<file path="src/rtl/ps2_pkg.sv">
// Shared types and constants for the PS/2 scan-code receiver.
package ps2_pkg;

  typedef enum logic [1:0] {
    IDLE   = 2'd0,
    DATA   = 2'd1,
    PARITY = 2'd2,
    STOP   = 2'd3
  } ps2_state_e;

  localparam logic [7:0]  PS2_BREAK     = 8'hF0;
  localparam logic [7:0]  PS2_EXT       = 8'hE0;
  localparam int unsigned PS2_DATA_BITS = 8;

  // Odd parity: data bits plus parity bit must contain an odd number of ones.
  function automatic logic odd_parity_ok(input logic [7:0] data, input logic par);
    return ^{data, par};
  endfunction

endpackage

</file>
<file path="src/rtl/ps2_frame_rx.sv">
// PS/2 frame receiver: pin synchronizers, falling-edge detect, 11-bit frame FSM
// and inter-edge timeout. Parity checking is enabled by defining PS2_PARITY_CHECK_EN.
module ps2_frame_rx
  import ps2_pkg::*;
#(
  parameter int unsigned TIMEOUT_CYCLES = 50000,
  parameter int unsigned CNT_W          = 16
) (
  input  logic       clock,
  input  logic       reset,
  input  logic       i_ps2_clk,
  input  logic       i_ps2_data,
  output logic [7:0] o_byte,
  output logic       o_frame_ok,
  output logic       o_frame_err
);

  logic [2:0]       r_clk_sync;
  logic [1:0]       r_dat_sync;
  ps2_state_e       r_state, w_state_d;
  logic [2:0]       r_bit_cnt, w_bit_cnt_d;
  logic [7:0]       r_shift, w_shift_d;
  logic             r_par, w_par_d;
  logic [CNT_W-1:0] r_tcnt, w_tcnt_d;

  logic w_fall;
  logic w_bit;
  logic w_timeout;
  logic w_frame_good;

  // [0],[1] form the two-flop synchronizer; [2] is the previous sample for edge detect.
  assign w_fall = r_clk_sync[2] & ~r_clk_sync[1];
  assign w_bit  = r_dat_sync[1];
  assign o_byte = r_shift;

  // Synchronizers reset to the idle-bus level.
  always_ff @(posedge clock or posedge reset) begin
    if (reset) begin
      r_clk_sync <= 3'b111;
      r_dat_sync <= 2'b11;
    end else begin
      r_clk_sync <= {r_clk_sync[1:0], i_ps2_clk};
      r_dat_sync <= {r_dat_sync[0], i_ps2_data};
    end
  end

  // Frame state, bit counter, shift register, parity latch and timeout counter.
  always_ff @(posedge clock or posedge reset) begin
    if (reset) begin
      r_state   <= IDLE;
      r_bit_cnt <= '0;
      r_shift   <= '0;
      r_par     <= 1'b0;
      r_tcnt    <= '0;
    end else begin
      r_state   <= w_state_d;
      r_bit_cnt <= w_bit_cnt_d;
      r_shift   <= w_shift_d;
      r_par     <= w_par_d;
      r_tcnt    <= w_tcnt_d;
    end
  end

`ifdef PS2_PARITY_CHECK_EN
  assign w_frame_good = w_bit & odd_parity_ok(r_shift, r_par);
`else
  assign w_frame_good = w_bit;
`endif

  // A falling edge in the same cycle as the limit counts as activity, not a timeout.
  assign w_timeout = (r_state != IDLE) && !w_fall && (r_tcnt == CNT_W'(TIMEOUT_CYCLES - 1));

  // Next-state and frame result decode.
  always_comb begin
    w_state_d   = r_state;
    w_bit_cnt_d = r_bit_cnt;
    w_shift_d   = r_shift;
    w_par_d     = r_par;
    w_tcnt_d    = w_fall ? '0 : r_tcnt + CNT_W'(1);
    o_frame_ok  = 1'b0;
    o_frame_err = 1'b0;
    if (w_timeout) begin
      w_state_d   = IDLE;
      w_shift_d   = '0;
      w_tcnt_d    = '0;
      o_frame_err = 1'b1;
    end else begin
      unique case (r_state)
        IDLE: begin
          w_tcnt_d = '0;
          if (w_fall && !w_bit) begin
            w_state_d   = DATA;
            w_bit_cnt_d = '0;
          end
        end
        DATA: begin
          if (w_fall) begin
            w_shift_d   = {w_bit, r_shift[7:1]};
            w_bit_cnt_d = r_bit_cnt + 3'd1;
            if (r_bit_cnt == 3'(PS2_DATA_BITS - 1)) w_state_d = PARITY;
          end
        end
        PARITY: begin
          if (w_fall) begin
            w_par_d   = w_bit;
            w_state_d = STOP;
          end
        end
        STOP: begin
          if (w_fall) begin
            w_state_d = IDLE;
            if (w_frame_good) o_frame_ok = 1'b1;
            else              o_frame_err = 1'b1;
          end
        end
        default: w_state_d = IDLE;
      endcase
    end
  end

endmodule

</file>
<file path="src/rtl/ps2_scancode_rx.sv">
// PS/2 scan-code receiver top: strips F0/E0 prefixes and holds the current make code.
// Optional parity checking in the frame receiver: PS2_PARITY_CHECK_EN.
module ps2_scancode_rx
  import ps2_pkg::*;
#(
  parameter int unsigned TIMEOUT_CYCLES = 50000,
  parameter int unsigned CNT_W          = 16
) (
  input  logic       clock,
  input  logic       reset,
  input  logic       ps2_clk,
  input  logic       ps2_data,
  output logic [7:0] ps2_out,
  output logic       key_valid,
  output logic       frame_err
);

  logic [7:0] w_byte;
  logic       w_frame_ok;
  logic       w_frame_err;

  logic [7:0] r_out, w_out_d;
  logic       r_key_valid, w_key_valid_d;
  logic       r_frame_err;
  logic       r_brk, w_brk_d;
  logic       r_ext, w_ext_d;

  ps2_frame_rx #(
    .TIMEOUT_CYCLES(TIMEOUT_CYCLES),
    .CNT_W         (CNT_W)
  ) u_frame_rx (
    .clock      (clock),
    .reset      (reset),
    .i_ps2_clk  (ps2_clk),
    .i_ps2_data (ps2_data),
    .o_byte     (w_byte),
    .o_frame_ok (w_frame_ok),
    .o_frame_err(w_frame_err)
  );

  // Prefix decoder: break consumes the next byte; extended codes are dropped so they
  // never alias keypad make codes.
  always_comb begin
    w_out_d       = r_out;
    w_key_valid_d = 1'b0;
    w_brk_d       = r_brk;
    w_ext_d       = r_ext;
    if (w_frame_ok) begin
      if (w_byte == PS2_BREAK) begin
        w_brk_d = 1'b1;
      end else if (w_byte == PS2_EXT) begin
        w_ext_d = 1'b1;
      end else if (r_brk) begin
        w_brk_d = 1'b0;
        w_ext_d = 1'b0;
        if (w_byte == r_out) w_out_d = 8'h00;
      end else if (r_ext) begin
        w_ext_d = 1'b0;
      end else begin
        w_out_d       = w_byte;
        w_key_valid_d = 1'b1;
      end
    end
  end

  // Output and prefix-flag registers.
  always_ff @(posedge clock or posedge reset) begin
    if (reset) begin
      r_out       <= 8'h00;
      r_key_valid <= 1'b0;
      r_frame_err <= 1'b0;
      r_brk       <= 1'b0;
      r_ext       <= 1'b0;
    end else begin
      r_out       <= w_out_d;
      r_key_valid <= w_key_valid_d;
      r_frame_err <= w_frame_err;
      r_brk       <= w_brk_d;
      r_ext       <= w_ext_d;
    end
  end

  assign ps2_out   = r_out;
  assign key_valid = r_key_valid;
  assign frame_err = r_frame_err;

endmodule

</file>
<file path="config.mk">
export PLATFORM = sky130hd
export DESIGN_NAME = ps2_scancode_rx
export DESIGN_NICKNAME = d
export VERILOG_FILES = /design/src/rtl/ps2_pkg.sv /design/src/rtl/ps2_frame_rx.sv /design/src/rtl/ps2_scancode_rx.sv
export SDC_FILE = /design/constraint.sdc
export NUM_CORES = 1
export LEC_CHECK = 0
export CORE_ASPECT_RATIO = 1.75
export CORE_MARGIN = 2
export CORE_UTILIZATION = 50
export CTS_BUF_LIST = sky130_fd_sc_hd__clkbuf_2
export DETAILED_ROUTE_END_ITERATION = 8
export DONT_BUFFER_PORTS = 1
export HOLD_SLACK_MARGIN = 0.05
export PLACE_DENSITY = 0.64
export SLEW_MARGIN = 15
export SYNTH_ARGS = -nofsm -noshare
export SYNTH_HDL_FRONTEND = slang
export SYNTH_SLANG_ARGS = --single-unit
</file>
<file path="constraint.sdc">
create_clock -name clock -period 2.69 [get_ports clock]
set_clock_uncertainty 0.1 [all_clocks]
set_input_delay 0.269 -clock clock [delete_from_list [all_inputs] [get_ports clock]]
set_output_delay 0.269 -clock clock [all_outputs]
set_load 0.005 [all_outputs]
</file>
==> results.json <==
{
  "cts_buffers": 5,
  "clkPwrFrac_pct": 16.9,
  "coreArea_um2": 4150,
  "ys_types": 39,
  "power_leakage_nw": 1.00,
  "synth.top_cell.area_share_pct": 47.7,
  "start_util_pct": 51.8,
  "p_int_mw": 1.08,
  "power_density_nw_per_um2": 742,
  "hold_viol_final": 0,
  "dr.first_iter.drc_count": 30,
  "outcome": "finished clean",
  "synth-main-ff-cell": "dfrtp_1",
  "vdd_ir_drop_max_v": 0.000488,
  "fillers": 376,
  "cp_data_arrival_time_ns": 2.32,
  "placed_cell_area_um2": 2210,
  "syn_area_per_cell_um2": 10.2,
  "hpwl_mm": 3.35,
  "clkTransAtPathRegs_ns": 0.23,
  "start_kind": "flop",
  "finalSetupViolations": 0,
  "synth_seq_cells": 46,
  "clk_path_buf_depth": 2,
  "yosys_warnings": 0,
  "post-synth-top-area-cell": "dfrtp_1",
  "final_cell_area_um2": 2280,
  "worst_pin_slew_ns": 0.624,
  "yosys-top-cells-area": "dfrtp_1 48%, dfstp_2 6.1%, nand2_1 5.9%, xnor2_1 5.3%, ha_1 4.7%",
  "critPathKind": "reg -> reg",
  "viasPerCell": 5.74,
  "cts_htree_levels": 2,
  "drv_slew": 0,
  "fin_crit_sh_pct": 78.6,
  "cap_viol_max_count": 0,
  "seqCellArea_um2": 1160,
  "grt_pass1_wl_mm": 7.39,
  "hp-class": "in -> async",
  "syn-cell-area_um2": 2150,
  "crit_fanout": 8,
  "die_h_um": 90.8,
  "grt_pass1_vias": 1659,
  "fin_setup_tns_ns": 0,
  "critPathRequiredTime_ns": 2.89,
  "gp_congestion": 0.765,
  "cts_root_buf": "clkbuf_2",
  "fmax_mhz": 473,
  "cts_tree": "built",
  "drc_errors": 0,
  "drtAntennaViolNets": 0,
  "layout.nets": 230,
  "antenna_found_initial": 0,
  "num_antenna_cells": 0,
  "syn2layout_area_growth_pct": 5.99,
  "grt_max_degree": 32,
  "grt.overflow.total": 0,
  "slew_headroom_pct": 58.3,
  "dr.pass1.iters": 4,
  "ys_seq_area_share_pct": 53.8,
  "wl_mm": 4.47,
  "grt.total_usage_pct": 20.9,
  "pwr-share-seq_pct": 55.3,
  "die-area_um2": 4860,
  "multi_input_area_um2": 946,
  "switchingPower_mw": 0.613,
  "pwr-share-comb_pct": 27.8,
  "fin_crit_ns": 2.12,
  "worst-r2r-cell-count": 5,
  "swShare_pct": 36.2,
  "worstSkewPairLatency_ns": 0.42,
  "wl_per_cell_um": 16.7,
  "postSynth.asyncResetShare_pct": 100,
  "synthCells": 211,
  "rsz0062_at_grt": "false",
  "synth.net_count": 223,
  "finalPower_mw": 1.69,
  "cts_sinks": 46,
  "num_vias": 1539,
  "worst_setup_path_end_kind": "flop",
  "synth_edf_count": 0,
  "fp-row-count": 31,
  "die_w_um": 53.6,
  "pin_count": 14,
  "port_buffers": 0,
  "layout-drive-gt1-share_pct": 12.3
}
==> synth_stat cells (all sizes together), types with 2 or more instances <==
library cell  count
a21oi             9
a22o              2
and3              5
and4              2
buf               2
clkbuf            4
dfrtp            41
dfstp             5
ha                8
inv               6
nand2            34
nand3            15
nand4             4
nor2             21
nor3              2
nor4bb            2
o211ai            2
o21a              2
o21ai            10
o2bb2ai           2
or3               2
xnor2            13
xor2              8
==> sequential cells by signal, indices dropped and copies added (netlist names) <==
register and flops:
u_frame_rx.r_tcnt 16, ps2_out 8, u_frame_rx.o_byte 8, u_frame_rx.r_bit_cnt 3, u_frame_rx.r_clk_sync 3, u_frame_rx.r_dat_sync 2
u_frame_rx.r_state 2, frame_err 1, key_valid 1, r_brk 1, r_ext 1
==> cell type report <==
cell class                      instances  area share (%)
Timing Repair Buffer                    6            2.31
Multi-Input combinational cell        153            41.5
Tap cell                               49            2.69
Inverter                                6           0.988
Sequential cell                        46            50.8
Clock buffer                            8            1.76
==> final timing paths <==
check                                    startpoint                       end  slack (ns)
max                           u_frame_rx.r_state[0]                ps2_out[0]        0.57
min                                           reset      u_frame_rx.o_byte[3]        0.25
max in group asynchronous                     reset  u_frame_rx.r_clk_sync[1]        1.50
min in group clock         u_frame_rx.r_dat_sync[0]  u_frame_rx.r_dat_sync[1]        0.26
max reg2reg                   u_frame_rx.r_state[0]                ps2_out[0]        0.57
min reg2reg                u_frame_rx.r_dat_sync[0]  u_frame_rx.r_dat_sync[1]        0.26
==> stage by stage <==
| stage | setup slack [ns] | util, % | cells | hold slack (ns) |
|---|---|---|---|---|
| 2_1_floorplan | 0.902 | - | 211 | 0.173 |
| 3_3_place_gp | 0.743 | 53.2 | 257 | 0.174 |
| 3_5_place_dp | 0.592 | 53.2 | 257 | 0.174 |
| 4_1_cts | 0.577 | 54.9 | 268 | 0.260 |
| 5_1_grt | 0.341 | 54.9 | 268 | 0.245 |
| 6_report | 0.575 | 54.9 | 268 | 0.252 |
==> cells in the final DEF, fill, tap and decap left out, types with 2 or more instances in the layout <==
cell and count:
a21oi_1 9, a22o_1 2, and3_1 4, buf_4 3
clkbuf_2 8, dfrtp_1 41, dfstp_2 5, dlygate4sd3_1 3
ha_1 8, inv_1 4, inv_2 2, nand2_1 34
nand3_1 14, nand4_1 4, nor2_1 20, nor3_1 2
nor4bb_1 2, o211ai_1 2, o21a_1 2, o21ai_0 10
o2bb2ai_1 2, xnor2_1 13, xor2_1 8
==> worst max-delay path, cell delays in order, from the launching register on <==
cell and delay, ns:
dfrtp_1 0.46, ha_1 0.22, nand4b_1 0.15, a41o_1 0.28, nor4_2 0.59, o21ai_0 0.23
==> routing by layer <==
metal  track usage [%]  vias to the layer above  routed length [um]
met5                 0                        -                   0
met3              3.97                       13                 125
met1              21.0                      760                1580
met4              8.55                        0                 118
met2              38.9                       33                2640
li1                  -                      733                   -
==> power groups by stage <==
stage	registers [mW]	logic [mW]	clock network, mW
after floorplan	0.911	0.371	0
after global placement	0.945	0.445	0
after detailed placement	0.951	0.466	0
after CTS	0.937	0.472	0.298
after global routing	0.953	0.535	0.321
final	0.937	0.470	0.286
==> timing repair <==
item / in CTS / in global routing
buffers inserted: 0 / 0
hold buffers: 3 / 0
gates resized for setup: 0 / 0
endpoints found under the hold margin: 29 / 0
==> kinds of logic (layout without fill, tap and decap cells) <==
logic type	after synthesis	in the layout	share of synthesized area (%)
and+or+nand+nor	93	93	21.6
AOI/OAI and AO/OA	30	30	8.61
xor gates and xnor gates	21	21	8.55
muxes	1	1	0.524
DFF	46	46	53.8
buffers and inverters	12	20	2.21
adders and majority gates	8	8	4.65
Note: power is estimated with default switching activity, not from simulation.
